## src/rtl/pll_recfg_seq.sv

```systemverilog
// -----------------------------------------------------------------------------
// pll_recfg_seq
// Sequencer that reprograms the SDRAM-clock PLL through the Avalon-MM management
// port of pll_cfg. On a start request it latches the M/K/C0 words, issues the
// fixed eight-write reconfiguration sequence (with idle gaps between writes),
// pulses the PLL reset, waits for lock with a timeout, and reports done/error.
//
// Ports
//   clk                 in   1   management clock
//   rst_n               in   1   asynchronous active-low reset
//   start_i             in   1   1-cycle request; latches m/k/c0 words
//   abort_i             in   1   synchronous abort back to idle (highest priority)
//   m_val_i             in  32   M-counter word   (mgmt address 4)
//   k_val_i             in  32   fractional K word (mgmt address 7)
//   c0_val_i            in  32   C0-counter word  (mgmt address 5)
//   pll_locked_i        in   1   PLL lock, already synchronised to clk
//   mgmt_waitrequest_i  in   1   Avalon waitrequest from pll_cfg
//   mgmt_write_o        out  1   Avalon write strobe
//   mgmt_address_o      out  6   Avalon word address
//   mgmt_writedata_o    out 32   Avalon write data
//   pll_reset_o         out  1   PLL reset, active high
//   busy_o              out  1   sequence in progress
//   done_o              out  1   1-cycle completion pulse (success or timeout)
//   error_o             out  1   sticky lock-timeout flag, cleared by next start
// -----------------------------------------------------------------------------
module pll_recfg_seq #(
    parameter int unsigned GAP_CYCLES   = 8,
    parameter int unsigned RST_CYCLES   = 8,
    parameter int unsigned LOCK_TIMEOUT = 5000000
) (
    input  logic        clk,
    input  logic        rst_n,
    input  logic        start_i,
    input  logic        abort_i,
    input  logic [31:0] m_val_i,
    input  logic [31:0] k_val_i,
    input  logic [31:0] c0_val_i,
    input  logic        pll_locked_i,
    input  logic        mgmt_waitrequest_i,
    output logic        mgmt_write_o,
    output logic [5:0]  mgmt_address_o,
    output logic [31:0] mgmt_writedata_o,
    output logic        pll_reset_o,
    output logic        busy_o,
    output logic        done_o,
    output logic        error_o
);

    localparam int unsigned CNT_MAX = (GAP_CYCLES > RST_CYCLES) ? GAP_CYCLES : RST_CYCLES;
    localparam int unsigned CNT_W   = $clog2(CNT_MAX + 1);
    localparam int unsigned TMR_W   = $clog2(LOCK_TIMEOUT + 1);

    localparam logic [CNT_W-1:0] GAP_LOAD = CNT_W'(GAP_CYCLES);
    localparam logic [CNT_W-1:0] RST_LOAD = CNT_W'(RST_CYCLES);
    localparam logic [CNT_W-1:0] CNT_ONE  = CNT_W'(1);
    localparam logic [TMR_W-1:0] TMR_LAST = TMR_W'(LOCK_TIMEOUT - 1);
    localparam logic [TMR_W-1:0] TMR_ONE  = TMR_W'(1);

    typedef enum logic [2:0] {
        S_IDLE  = 3'd0,
        S_WRITE = 3'd1,
        S_GAP   = 3'd2,
        S_PRST  = 3'd3,
        S_WLOCK = 3'd4,
        S_FIN   = 3'd5
    } state_e;

    // Reconfiguration write table: returns {address[5:0], data[31:0]} for a step.
    // Step 0 rewrites the mode register so pll_cfg is re-primed after any reset.
    function automatic logic [37:0] table_entry(input logic [2:0]  step,
                                                input logic [31:0] m,
                                                input logic [31:0] k,
                                                input logic [31:0] c0);
        logic [37:0] e;
        case (step)
            3'd0:    e = {6'd0, 32'h0000_0000};   // mode
            3'd1:    e = {6'd4, m};               // M counter
            3'd2:    e = {6'd7, k};               // fractional K
            3'd3:    e = {6'd3, 32'h0001_0000};   // N counter bypass
            3'd4:    e = {6'd5, c0};              // C0 counter
            3'd5:    e = {6'd9, 32'h0000_0001};   // charge pump
            3'd6:    e = {6'd8, 32'h0000_0007};   // bandwidth
            3'd7:    e = {6'd2, 32'h0000_0000};   // apply
            default: e = {6'd0, 32'h0000_0000};
        endcase
        return e;
    endfunction

    state_e             state_q, state_d;
    logic [2:0]         step_q, step_d;
    logic [CNT_W-1:0]   cnt_q, cnt_d;
    logic [TMR_W-1:0]   timer_q, timer_d;
    logic [31:0]        m_q, m_d, k_q, k_d, c0_q, c0_d;
    logic               error_q, error_d;
    logic               write_q, write_d;
    logic [5:0]         addr_q, addr_d;
    logic [31:0]        data_q, data_d;
    logic               prst_q, prst_d;
    logic               busy_q, busy_d;
    logic               done_q, done_d;
    logic [37:0]        entry_s;

    // Next-state logic; outputs are decoded from the next state so they leave flops.
    always_comb begin
        state_d = state_q;
        step_d  = step_q;
        cnt_d   = cnt_q;
        timer_d = timer_q;
        m_d     = m_q;
        k_d     = k_q;
        c0_d    = c0_q;
        error_d = error_q;

        if (abort_i) begin
            // Abort beats everything, including a simultaneous start; error is kept.
            state_d = S_IDLE;
        end else begin
            case (state_q)
                S_IDLE: begin
                    if (start_i) begin
                        m_d     = m_val_i;
                        k_d     = k_val_i;
                        c0_d    = c0_val_i;
                        step_d  = 3'd0;
                        error_d = 1'b0;
                        state_d = S_WRITE;
                    end else begin
                        state_d = S_IDLE;
                    end
                end
                S_WRITE: begin
                    // write_q is always high here; acceptance is simply !waitrequest.
                    if (write_q && !mgmt_waitrequest_i) begin
                        cnt_d   = GAP_LOAD;
                        state_d = S_GAP;
                    end else begin
                        state_d = S_WRITE;
                    end
                end
                S_GAP: begin
                    if (cnt_q <= CNT_ONE) begin
                        if (step_q == 3'd7) begin
                            cnt_d   = RST_LOAD;
                            state_d = S_PRST;
                        end else begin
                            step_d  = step_q + 3'd1;
                            state_d = S_WRITE;
                        end
                    end else begin
                        cnt_d = cnt_q - CNT_ONE;
                    end
                end
                S_PRST: begin
                    if (cnt_q <= CNT_ONE) begin
                        timer_d = '0;
                        state_d = S_WLOCK;
                    end else begin
                        cnt_d = cnt_q - CNT_ONE;
                    end
                end
                S_WLOCK: begin
                    // Lock is tested first so it wins over a same-cycle timeout.
                    if (pll_locked_i) begin
                        error_d = 1'b0;
                        state_d = S_FIN;
                    end else if (timer_q >= TMR_LAST) begin
                        error_d = 1'b1;
                        state_d = S_FIN;
                    end else begin
                        timer_d = timer_q + TMR_ONE;
                    end
                end
                S_FIN: begin
                    state_d = S_IDLE;
                end
                default: begin
                    state_d = S_IDLE;
                end
            endcase
        end

        entry_s = table_entry(step_d, m_d, k_d, c0_d);
        write_d = (state_d == S_WRITE);
        if (write_d) begin
            addr_d = entry_s[37:32];
            data_d = entry_s[31:0];
        end else begin
            addr_d = 6'd0;
            data_d = 32'd0;
        end
        prst_d = (state_d == S_PRST);
        busy_d = (state_d != S_IDLE);
        done_d = (state_d == S_FIN);
    end

    // State, operand, counter and output registers.
    always_ff @(posedge clk or negedge rst_n) begin
        if (!rst_n) begin
            state_q <= S_IDLE;
            step_q  <= 3'd0;
            cnt_q   <= '0;
            timer_q <= '0;
            m_q     <= 32'd0;
            k_q     <= 32'd0;
            c0_q    <= 32'd0;
            error_q <= 1'b0;
            write_q <= 1'b0;
            addr_q  <= 6'd0;
            data_q  <= 32'd0;
            prst_q  <= 1'b0;
            busy_q  <= 1'b0;
            done_q  <= 1'b0;
        end else begin
            state_q <= state_d;
            step_q  <= step_d;
            cnt_q   <= cnt_d;
            timer_q <= timer_d;
            m_q     <= m_d;
            k_q     <= k_d;
            c0_q    <= c0_d;
            error_q <= error_d;
            write_q <= write_d;
            addr_q  <= addr_d;
            data_q  <= data_d;
            prst_q  <= prst_d;
            busy_q  <= busy_d;
            done_q  <= done_d;
        end
    end

    assign mgmt_write_o     = write_q;
    assign mgmt_address_o   = addr_q;
    assign mgmt_writedata_o = data_q;
    assign pll_reset_o      = prst_q;
    assign busy_o           = busy_q;
    assign done_o           = done_q;
    assign error_o          = error_q;

endmodule
```

## config.mk

```make
export PLATFORM = sky130hd
export DESIGN_NAME = pll_recfg_seq
export DESIGN_NICKNAME = d
export VERILOG_FILES = /design/src/rtl/pll_recfg_seq.sv
export SDC_FILE = /design/constraint.sdc
export NUM_CORES = 1
export LEC_CHECK = 0
export ABC_AREA = 1
export BUFFER_PORTS_ARGS = -buffer_cell sky130_fd_sc_hd__buf_2
export CORE_ASPECT_RATIO = 0.9
export CORE_MARGIN = 2
export CORE_UTILIZATION = 32
export CTS_CLUSTER_SIZE = 30
export DETAILED_ROUTE_END_ITERATION = 8
export PLACE_DENSITY = 0.49
export SLEW_MARGIN = 20
export SYNTH_ARGS = -nofsm -noshare
export SYNTH_HDL_FRONTEND = slang
export SYNTH_SLANG_ARGS = --single-unit
```

## constraint.sdc

```tcl
create_clock -name clk -period 4.4 [get_ports clk]
set_input_delay 0.88 -clock clk [delete_from_list [all_inputs] [get_ports clk]]
set_output_delay 0.88 -clock clk [all_outputs]
set_load 0.005 [all_outputs]
```

==> results of run 1 <==
power groups by stage:
| stage | sequential (µW) | combinational [µW] | clock [µW] |
|---|---|---|---|
| finish | 2160 | 1150 | 1640 |
| global route | 2210 | 1340 | 1760 |
| CTS | 2160 | 1160 | 1680 |
| detailed placement | 2190 | 1150 | 0 |
| global placement | 2180 | 1140 | 0 |
| floorplan | 2150 | 840 | 0 |
final cells by class:
type	count	area, µm²	area share, %
clock buffers	17	425	4.34
clock inverters	14	209	2.13
inverters	54	204	2.08
multi-input cells	763	3450	35.2
flip-flops and latches	170	4250	43.4
well taps	342	428	4.36
repair buffers	153	832	8.48
path summary, 6_finish.rpt:
path	from	endpoint	slack, ps	cells past startpoint
min reg2reg	m_q[16]	m_q[16]	470	2
max in group asynchronous	rst_n	m_q[25]	2830	2
min	m_q[16]	m_q[16]	470	2
max reg2reg	cnt_q[0]	mgmt_address_o[2]	1240	16
max	cnt_q[0]	mgmt_address_o[2]	1240	16
min in group asynchronous	rst_n	timer_q[12]	550	1
tightest hold or removal path, stage by stage, from the launching register on:
cell and delay (ps):
dfrtp_1 320, nand2_1 50, nand2_1 70
metal layers:
metal  up-vias  part of all wire [%]  track usage [%]
met4         0                   1.6             5.25
met1      3373                    50             26.3
met2       180                    44             27.2
met3        23                   4.6             3.43
met5         -                     0                0
li1       3560                     -                -
flip-flops by register name, indices dropped and copies added, names as in the netlist:
register,cells
c0_q,32
k_q,32
m_q,32
mgmt_writedata_o,32
timer_q,23
cnt_q,4
mgmt_address_o,4
state_q,3
step_q,3
busy_o,1
done_o,1
error_o,1
mgmt_write_o,1
pll_reset_o,1
stage by stage:
stage | cell area [µm²] | total power (µW)
2_1_floorplan | 8250 | 2990
3_3_place_gp | 9150 | 3320
3_5_place_dp | 9150 | 3340
4_1_cts | 9780 | 5010
5_1_grt | 9810 | 5300
6_report | 9810 | 4950
cell usage in the layout, fill, tap and decap left out, types with 3 or more instances in the layout:
cell	n
a21oi_1	3
buf_2	141
buf_4	9
bufinv_16	4
clkbuf_16	17
clkinvlp_4	3
dfrtp_1	170
ha_1	7
inv_1	41
inv_2	12
inv_6	5
nand2_1	437
nand2_2	8
nand3_1	99
nand3_2	3
nand4_1	40
nor2_1	80
nor2_2	3
nor2_4	3
nor3_1	19
o21ai_0	20
o31ai_1	8
or2_2	3
xor2_1	8
logic make-up after synthesis:
group           Yosys count  synth area share, %
buf+inv                 110                 6.64
simple gates            708                 37.1
compound gates           36                 2.52
other cells               1               0.0455
fa+ha+maj                 7                 1.06
flops                   170                 51.6
xor+xnor                 10                 1.06
==> flow_summary.yaml, run 1 <==
power_and_ir_drop:
  combPwrFrac_pct: 23.2
  p_sw_share_pct: 33.0
  max-vdd-ir-drop_mv: 0.235
  internal_power_uw: 3320
  powerDensity_mw_per_mm2: 505
  pwr-share-seq_pct: 43.7
  leakagePower_uw: 0.00506
  p_sw_uw: 1640
  clkPwrFrac_pct: 33.2
critical_path:
  start_kind: "flip-flop"
  crit_required_ps: 4720
  critPathMaxStageDelay_ps: 410
  end_kind: "flip-flop"
  cp_data_arrival_time_ps: 3480
  path_max_fanout: 35
  cp.buffers_inverters: 6
  cpLargestDelayFamily: "simple AND/OR/NAND/NOR gates"
  crit_top_cell: "nand2_1"
  cpMaxStageDelayCell: "nand2_4"
  crit_chain: "inv_1 -> ha_1 -> inv_1 -> nand2_1 -> nand2_1 -> inv_1 -> nand2_1 -> nand2_2 -> inv_2 -> nand3_1 -> inv_2 -> buf_4 -> nand2_1 -> nand2_4 -> o21ai_0 -> nor2_1"
  worst-setup-path-type: "flip-flop to flip-flop"
grt:
  grt_pass1_vias: 7171
  antenna_found_initial: 0
  grt_start_max_net_pins: 101
  grt_pass1_wl_mm: 38.8
  grt_usage_pct: 18.0
  grt_overflow: 0
cts:
  h-tree-depth: 4
  cts_buffer_depth: 2
  cts_tree: "built"
  cts_resized: 0
  post-cts-setup-buffers: 0
  cts_root_buffer: "clkbuf_16"
  clock_latency_ps: 430
  hold_buffers: 0
  cts_buffers: 17
  clock_sinks: 170
  clkTransAtPathRegs_ps: 70
cells_and_area:
  syn2layout_area_growth_pct: 18.9
  antennaDiodeCount: 0
  num-fill-cells: 2669
  fin_cells: 1513
  fin_nets: 1268
  fin_util_pct: 38.8
  drive_gt1_share_pct: 19.0
placed_design:
  gp_congestion: 0.859
  portBuffers: 142
  place_ws_ps: 924
  hpwl_mm: 15.6
  dp.cells: 1481
synth:
  yosysMostFrequentCell: "nand2_1"
  synth_seq_cells: 170
  synth_top_area_cell: "dfrtp_1"
  synthFlopType: "dfrtp_1"
  synthTopCellsByCount: "nand2_1 (438), dfrtp_1 (170), nand3_1 (99)"
  synth_top_cells_by_area: "dfrtp_1 (52%), nand2_1 (20%), nand3_1 (6.0%), nor2_1 (3.6%), nand4_1 (3.0%)"
  synth_edf_count: 0
  netlist_instances: 1042
  synthArstFlopShare_pct: 100
  yosysTopAreaCellShare_pct: 51.6
  yosysSeqAreaShare_pct: 51.6
  synth_cell_type_count: 37
  yosysWarningCount: 0
  avgSynthCellArea_um2: 7.92
  synth_area_mm2: 0.00825
sta:
  slew_violations: 0
  relSlewSlack_pct: 33.9
  tightest_slew_ps: 992
  setup_slack_ps: 1240
  setup_viol: 0
  finalSetupTns_ps: 0
  clock_skew_ps: 11.1
  max_freq_mhz: 316
  post-route-period-util_pct: 71.9
  hold_violations: 0
  hold_ws_ps: 472
  post-route-min-period_ps: 3160
  rsz0062_at_grt: "no"
detailed_routing:
  wl_per_cell_um: 15.6
  drt-initial-drc-count: 480
  avgViaCountPerCell: 4.72
  routed_wl_mm: 23.6
  num_vias: 7136
  drcViolationCount: 0
  first_pass_iters: 5
  ant_nets: 0
hold_path:
  hold_class: "flip-flop to flip-flop"
run_status:
  status: "finished, final reports clean"
floorplanning:
  die_width_um: 173
  initial_core_util_pct: 32.7
  pin_count: 145
  row_count: 55
  coreArea_mm2: 0.0253
  fp.dieH_um: 156
  fp.dieArea_mm2: 0.0271
run:
  cap_violations: 0
Power figures use the tool's default switching activity.
==> run 2: changes to the inputs <==
Settings changed: PLACE_DENSITY 0.49 to 0.5.
Clock period 4.4 ns to 2.77 ns, I/O delays scaled along.
==> run 2 against run 1 <==
Combinational power up 64%. Global-route usage fell by 0.16 points. Power rose by 56%. Utilization increased by 0.67 points. Register-to-register slack got worse by 920 ps. Hold slack worse by 390 ps. Critical path depth decreased by 1. Critical endpoint unchanged.
==> flow_summary.yaml, run 2 (synthesis gave the netlist of run 1 again) <==
run_status:
  status: "finished, final reports clean"
critical_path:
  reg2reg_depth: 15
  cpMaxStageDelayCell: "dfrtp_1"
  critPathMaxStageDelay_ps: 380
  r2r_end: "mgmt_address_o[2]"
  crit_chain: "inv_1 -> ha_1 -> inv_1 -> nand2_1 -> nand2_1 -> inv_1 -> nand2_1 -> nand2_2 -> buf_4 -> ha_1 -> nor3_2 -> nand2_4 -> buf_12 -> o21ai_0 -> nor2_1"
  cp_data_arrival_time_ps: 2760
  crit_start: "cnt_q[0]"
  end_kind: "flip-flop"
  path_max_fanout: 19
  worst-setup-path-type: "flip-flop to flip-flop"
  crit_required_ps: 3080
  r2r_setup_slack_ps: 320
  r2r-start: "cnt_q[0]"
  start_kind: "flip-flop"
sta:
  max_freq_mhz: 408
  post-route-period-util_pct: 88.5
  tightest_slew_ps: 659
  post-route-min-period_ps: 2450
  hold_ws_ps: 80.6
  hold_violations: 0
  setup_viol: 0
  setup_slack_ps: 319
  rsz0062_at_grt: "no"
  finalSetupTns_ps: 0
  slew_violations: 0
  clock_skew_ps: 14.5
  relSlewSlack_pct: 56.0
grt:
  gr-max-usage-layer: "met2"
  met2_usage_pct: 28.1
  grt_overflow: 0
  use_met1_pct: 25.4
  grt_start_max_net_pins: 99
  antenna_found_initial: 0
  grt_pass1_wl_mm: 38.2
  grt_usage_pct: 17.9
  grt_use_met3_pct: 3.77
  grt_pass1_vias: 6950
detailed_routing:
  ant_nets: 0
  drcViolationCount: 0
  routed_wl_mm: 23.7
  wl_per_cell_um: 15.5
  first_pass_iters: 6
  avgViaCountPerCell: 4.66
  num_vias: 7119
  drt-initial-drc-count: 416
cells_and_area:
  final_cell_mix: "nand2_1 (437), dfrtp_1 (170), buf_2 (141)"
  mostFrequentLayoutCell: "nand2_1"
  num-fill-cells: 2671
  drive_gt1_share_pct: 20.2
  fin_nets: 1283
  antennaDiodeCount: 0
  syn2layout_area_growth_pct: 20.9
cts:
  clock_sinks: 170
  post-cts-setup-buffers: 0
  cts_buffer_depth: 2
  clock_latency_ps: 440
  cts_tree: "built"
  h-tree-depth: 4
  cts_root_buffer: "clkbuf_16"
  cts_buffers: 17
  clkTransAtPathRegs_ps: 70
hold_path:
  hold_class: "primary input to asynchronous set/reset pin"
floorplanning:
  row_count: 55
  die_width_um: 173
  initial_core_util_pct: 32.7
  fp.dieH_um: 156
  pin_count: 145
  fp.dieArea_mm2: 0.0271
  coreArea_mm2: 0.0253
power_and_ir_drop:
  leakagePower_uw: 0.00514
  max-vdd-ir-drop_mv: 0.383
  powerDensity_mw_per_mm2: 773
placed_design:
  place_ws_ps: 152
  gp_congestion: 0.884
  hpwl_mm: 16.1
  portBuffers: 142
run:
  cap_violations: 0
run 2: changes by cell type in the layout (fill, tap and decap cells not counted):
cell        delta
nor3_2         +1
clkinv_4       +2
buf_12         +8
buf_16         -1
bufinv_16      -4
buf_4          +6
nor3_1         -1
nor2_4         +1
buf_6          +1
inv_6          -4
clkinvlp_4     -1
clkinv_8       +4
inv_8          +4
run 2: metrics by stage:
stage | std cells | area, µm² | power, µW | util, %
final | 1529 | 9980 | 7710 | 39.5
after global routing | 1529 | 9980 | 8260 | 39.5
after CTS | 1528 | 9960 | 7800 | 39.4
after detailed placement | 1496 | 9360 | 5390 | 37.1
after global placement | 1496 | 9360 | 5360 | 37.1
after floorplan | 1043 | 8250 | 4750 | -
run 2: how the worst max path moves through the flow:
| stage | cells after the start | slack (ps) | endpoint |
|---|---|---|---|
| 2_1_floorplan | 17 | 320 | mgmt_writedata_o[24] |
| 3_3_place_gp | 13 | 180 | mgmt_writedata_o[0] |
| 3_5_place_dp | 13 | 150 | mgmt_writedata_o[0] |
| 4_1_cts | 14 | 180 | mgmt_writedata_o[18] |
| 5_1_grt | 16 | 0.04 | mgmt_writedata_o[16] |
| 6_report | 15 | 320 | mgmt_address_o[2] |
run 2: worst max-delay path: cells and delay by family (launching register included):
family                     cells  cell delay [ps]
DFF                            1              380
AOI/OAI and AO/OA              1               70
and+or+nand+nor                7              830
buffers and inverters          5              610
adders and majority gates      2              410
run 2: metal layers:
| metal | vias up | wire [µm] |
|---|---|---|
| li1 | 3608 | - |
| met5 | - | 0 |
| met2 | 151 | 10900 |
| met3 | 11 | 983 |
| met1 | 3349 | 11600 |
| met4 | 0 | 210 |
run 2: area by class of cell:
type	instances	area, µm²	share of cell area [%]
sequential	170	4250	42.6
multi-input combinational	764	3470	34.8
clock inverter	15	174	1.74
tap	342	428	4.29
clock buffer	17	425	4.26
timing repair buffer	167	1020	10.2
inverter	54	204	2.04
run 2: repair_timing:
action,CTS,global route
resized for setup,0,3
hold buffers,0,0
setup endpoints to repair,0,31
run 2: where the power goes:
group / switching (µW) / internal [µW] / leakage, µW
sequential: 264 / 3170 / 0.00220
combinational: 1270 / 617 / 0.00266
clock: 1170 / 1220 / 0.000286
total: 2700 / 5010 / 0.00514
==> run 3: changes to the inputs <==
Settings changed: ABC_AREA 1 to not set, PLACE_DENSITY 0.5 to not set.
Clock period 2.77 ns to 2.7 ns, I/O delays scaled along.
==> run 3 against run 2 <==
Fmax shrank 4.9%. Critical path depth is 2 lower. Critical endpoint is now mgmt_writedata_o[0]. Routed wire length fell by 10%. Cell count down 23%.
==> flow_summary.yaml, run 3 <==
run_status:
  status: "finished, final reports clean"
cells_and_area:
  fin_util_pct: 41.4
  fin_nets: 966
  num-fill-cells: 2322
  drive_gt1_share_pct: 42.2
  final_cell_mix: "dfrtp_1 (169), buf_2 (141), mux2_2 (97)"
  syn2layout_area_growth_pct: 27.5
  mostFrequentLayoutCell: "dfrtp_1"
grt:
  grt_start_max_net_pins: 99
  grt_usage_pct: 16.2
  grt_pass1_vias: 6095
  antenna_found_initial: 4
  grt_pass1_wl_mm: 32.6
  grt_overflow: 0
sta:
  tightest_slew_ps: 632
  post-route-min-period_ps: 2580
  hold_violations: 0
  relSlewSlack_pct: 57.9
  setup_viol: 0
  slew_violations: 0
  clock_skew_ps: 10.2
  max_freq_mhz: 388
  post-route-period-util_pct: 95.4
detailed_routing:
  drcViolationCount: 0
  avgViaCountPerCell: 5.16
  num_vias: 6090
  first_pass_iters: 5
  ant_nets: 0
  routed_wl_mm: 21.3
  drt-initial-drc-count: 371
  wl_per_cell_um: 18.0
critical_path:
  reg2reg_depth: 13
  cpMaxStageDelayCell: "dfrtp_2"
  r2r-start: "cnt_q[0]"
  start_kind: "flip-flop"
  path_max_fanout: 7
  r2r_end: "mgmt_writedata_o[0]"
  critPathMaxStageDelay_ps: 440
  crit_start: "cnt_q[0]"
  cp_data_arrival_time_ps: 2860
  crit_chain: "inv_2 -> ha_4 -> or2_4 -> a31oi_4 -> o21a_1 -> nor2_4 -> inv_4 -> ha_4 -> or3_4 -> a21oi_4 -> buf_12 -> clkbuf_16 -> a311oi_1"
  end_kind: "flip-flop"
  r2r_setup_slack_ps: 120
  worst-setup-path-type: "flip-flop to flip-flop"
  crit_top_cell: "ha_4"
  crit_required_ps: 2980
floorplanning:
  fp.dieArea_mm2: 0.0258
  fp.dieH_um: 153
  initial_core_util_pct: 32.5
  coreArea_mm2: 0.0242
  pin_count: 145
  die_width_um: 169
  row_count: 54
synth:
  synth_edf_count: 0
  synth_seq_cells: 170
  synthFlopType: "dfrtp_1"
  yosysMostFrequentCell: "dfrtp_1"
  yosysWarningCount: 0
  synthArstFlopShare_pct: 100
  synthTopCellsByCount: "dfrtp_1 (170), mux2_2 (97), nand3_1 (96)"
  synth_top_cells_by_area: "dfrtp_1 (54%), mux2_2 (14%), nand3_1 (6.1%), a311oi_1 (2.9%), o21ai_0 (1.5%)"
  yosysSeqAreaShare_pct: 54.1
  synth_cell_type_count: 59
  netlist_instances: 680
  yosysTopAreaCellShare_pct: 54.1
  synth_area_mm2: 0.00786
  avgSynthCellArea_um2: 11.6
  synth_top_area_cell: "dfrtp_1"
run:
  cap_violations: 0
cts:
  clock_latency_ps: 420
  hold_buffers: 0
  clkTransAtPathRegs_ps: 70
  clock_sinks: 170
  cts_buffers: 17
  cts_buffer_depth: 2
  h-tree-depth: 4
  cts_tree: "built"
  cts_root_buffer: "clkbuf_16"
placed_design:
  hpwl_mm: 14.2
  gp_congestion: 0.791
  portBuffers: 142
hold_path:
  hold_class: "primary input to asynchronous set/reset pin"
power_and_ir_drop:
  max-vdd-ir-drop_mv: 0.371
  powerDensity_mw_per_mm2: 654
  leakagePower_uw: 0.00443
  total_power_uw: 6550
==> run 3: cell types whose count changed after synthesis, sizes merged, moves of 16 or more <==
cell    before  now
nand4       42    4
buf         51   33
nand2      447   23
inv         54   14
a21oi        3   19
or3          1   18
mux2         0   97
a311oi       0   26
nor2        86   25
==> run 3: worst max path at each step <==
stage / endpoint / slack, ps / depth (start not counted)
6_report: mgmt_writedata_o[0] / 120 / 13
5_1_grt: mgmt_address_o[1] / -30 / 13
4_1_cts: mgmt_writedata_o[26] / 30 / 12
3_5_place_dp: mgmt_writedata_o[26] / -1 / 11
3_3_place_gp: mgmt_writedata_o[21] / 60 / 10
2_1_floorplan: mgmt_writedata_o[24] / 5 / 12
==> run 3: cell families (layout without fill, tap and decap cells) <==
kind of cell,after synthesis,in the layout,share of synthesized area (%)
buffers and inverters,62,250,3.96
and+or+nand+nor,217,217,15.0
DFF,170,170,54.1
AOI/OAI and AO/OA,121,121,11.3
other,1,5,0.0477
xor gates and xnor gates,3,3,0.334
muxes,99,99,14.2
adders and majority gates,7,7,1.11
==> run 3: repair_timing <==
action | CTS | global route
gates cloned | 0 | 3
endpoints found under the setup margin | 24 | 31
hold endpoints to repair | 0 | 0
buffers inserted | 0 | 9
pin swaps | 0 | 5
resized for setup | 1 | 18
==> run 3: through the flow <==
stage | hold slack [ps] | cells | setup slack [ps] | instance area (µm²) | setup TNS, ps
after floorplan | 244 | 681 | 5.11 | 7920 | 0
after detailed placement | 482 | 1134 | -1.24 | 9220 | -1.24
final | 60.2 | 1180 | 123 | 10000 | 0
after CTS | 66.1 | 1165 | 32.4 | 9810 | 0
after global placement | 476 | 1134 | 60.5 | 9220 | 0
after global routing | 90.3 | 1180 | -31.8 | 10000 | -197
==> run 3: power by group <==
part | switching [µW] | total (µW) | internal, µW
Clock | 1060 | 2460 | 1400
Sequential | 105 | 3000 | 2890
Combinational | 538 | 1100 | 560
==> run 3: routing by layer <==
layer	vias up	routed length [µm]	track usage [%]
met5	-	5	0
met4	2	431	6.43
met3	31	957	3.58
met2	135	9810	24.9
met1	3051	10100	22.4
li1	2871	-	-
==> run 3: final cells by class <==
| cell class | count | area [µm²] | area share (%) |
|---|---|---|---|
| antenna | 3 | 7.51 | 0.0749 |
| timing repair buffer | 205 | 1310 | 13.0 |
| multi-input combinational | 449 | 3430 | 34.2 |
| clock inverter | 12 | 140 | 1.40 |
| inverter | 14 | 55.1 | 0.549 |
| tap | 308 | 385 | 3.85 |
| clock buffer | 19 | 443 | 4.42 |
| sequential | 170 | 4260 | 42.5 |
==> run 3: worst max-delay path, delay by kind of cell, from the launching register on <==
kind,cells,cell delay [ps]
simple gates,3,710
buf+inv,4,460
compound gates,4,520
fa+ha+maj,2,310
flops,1,440
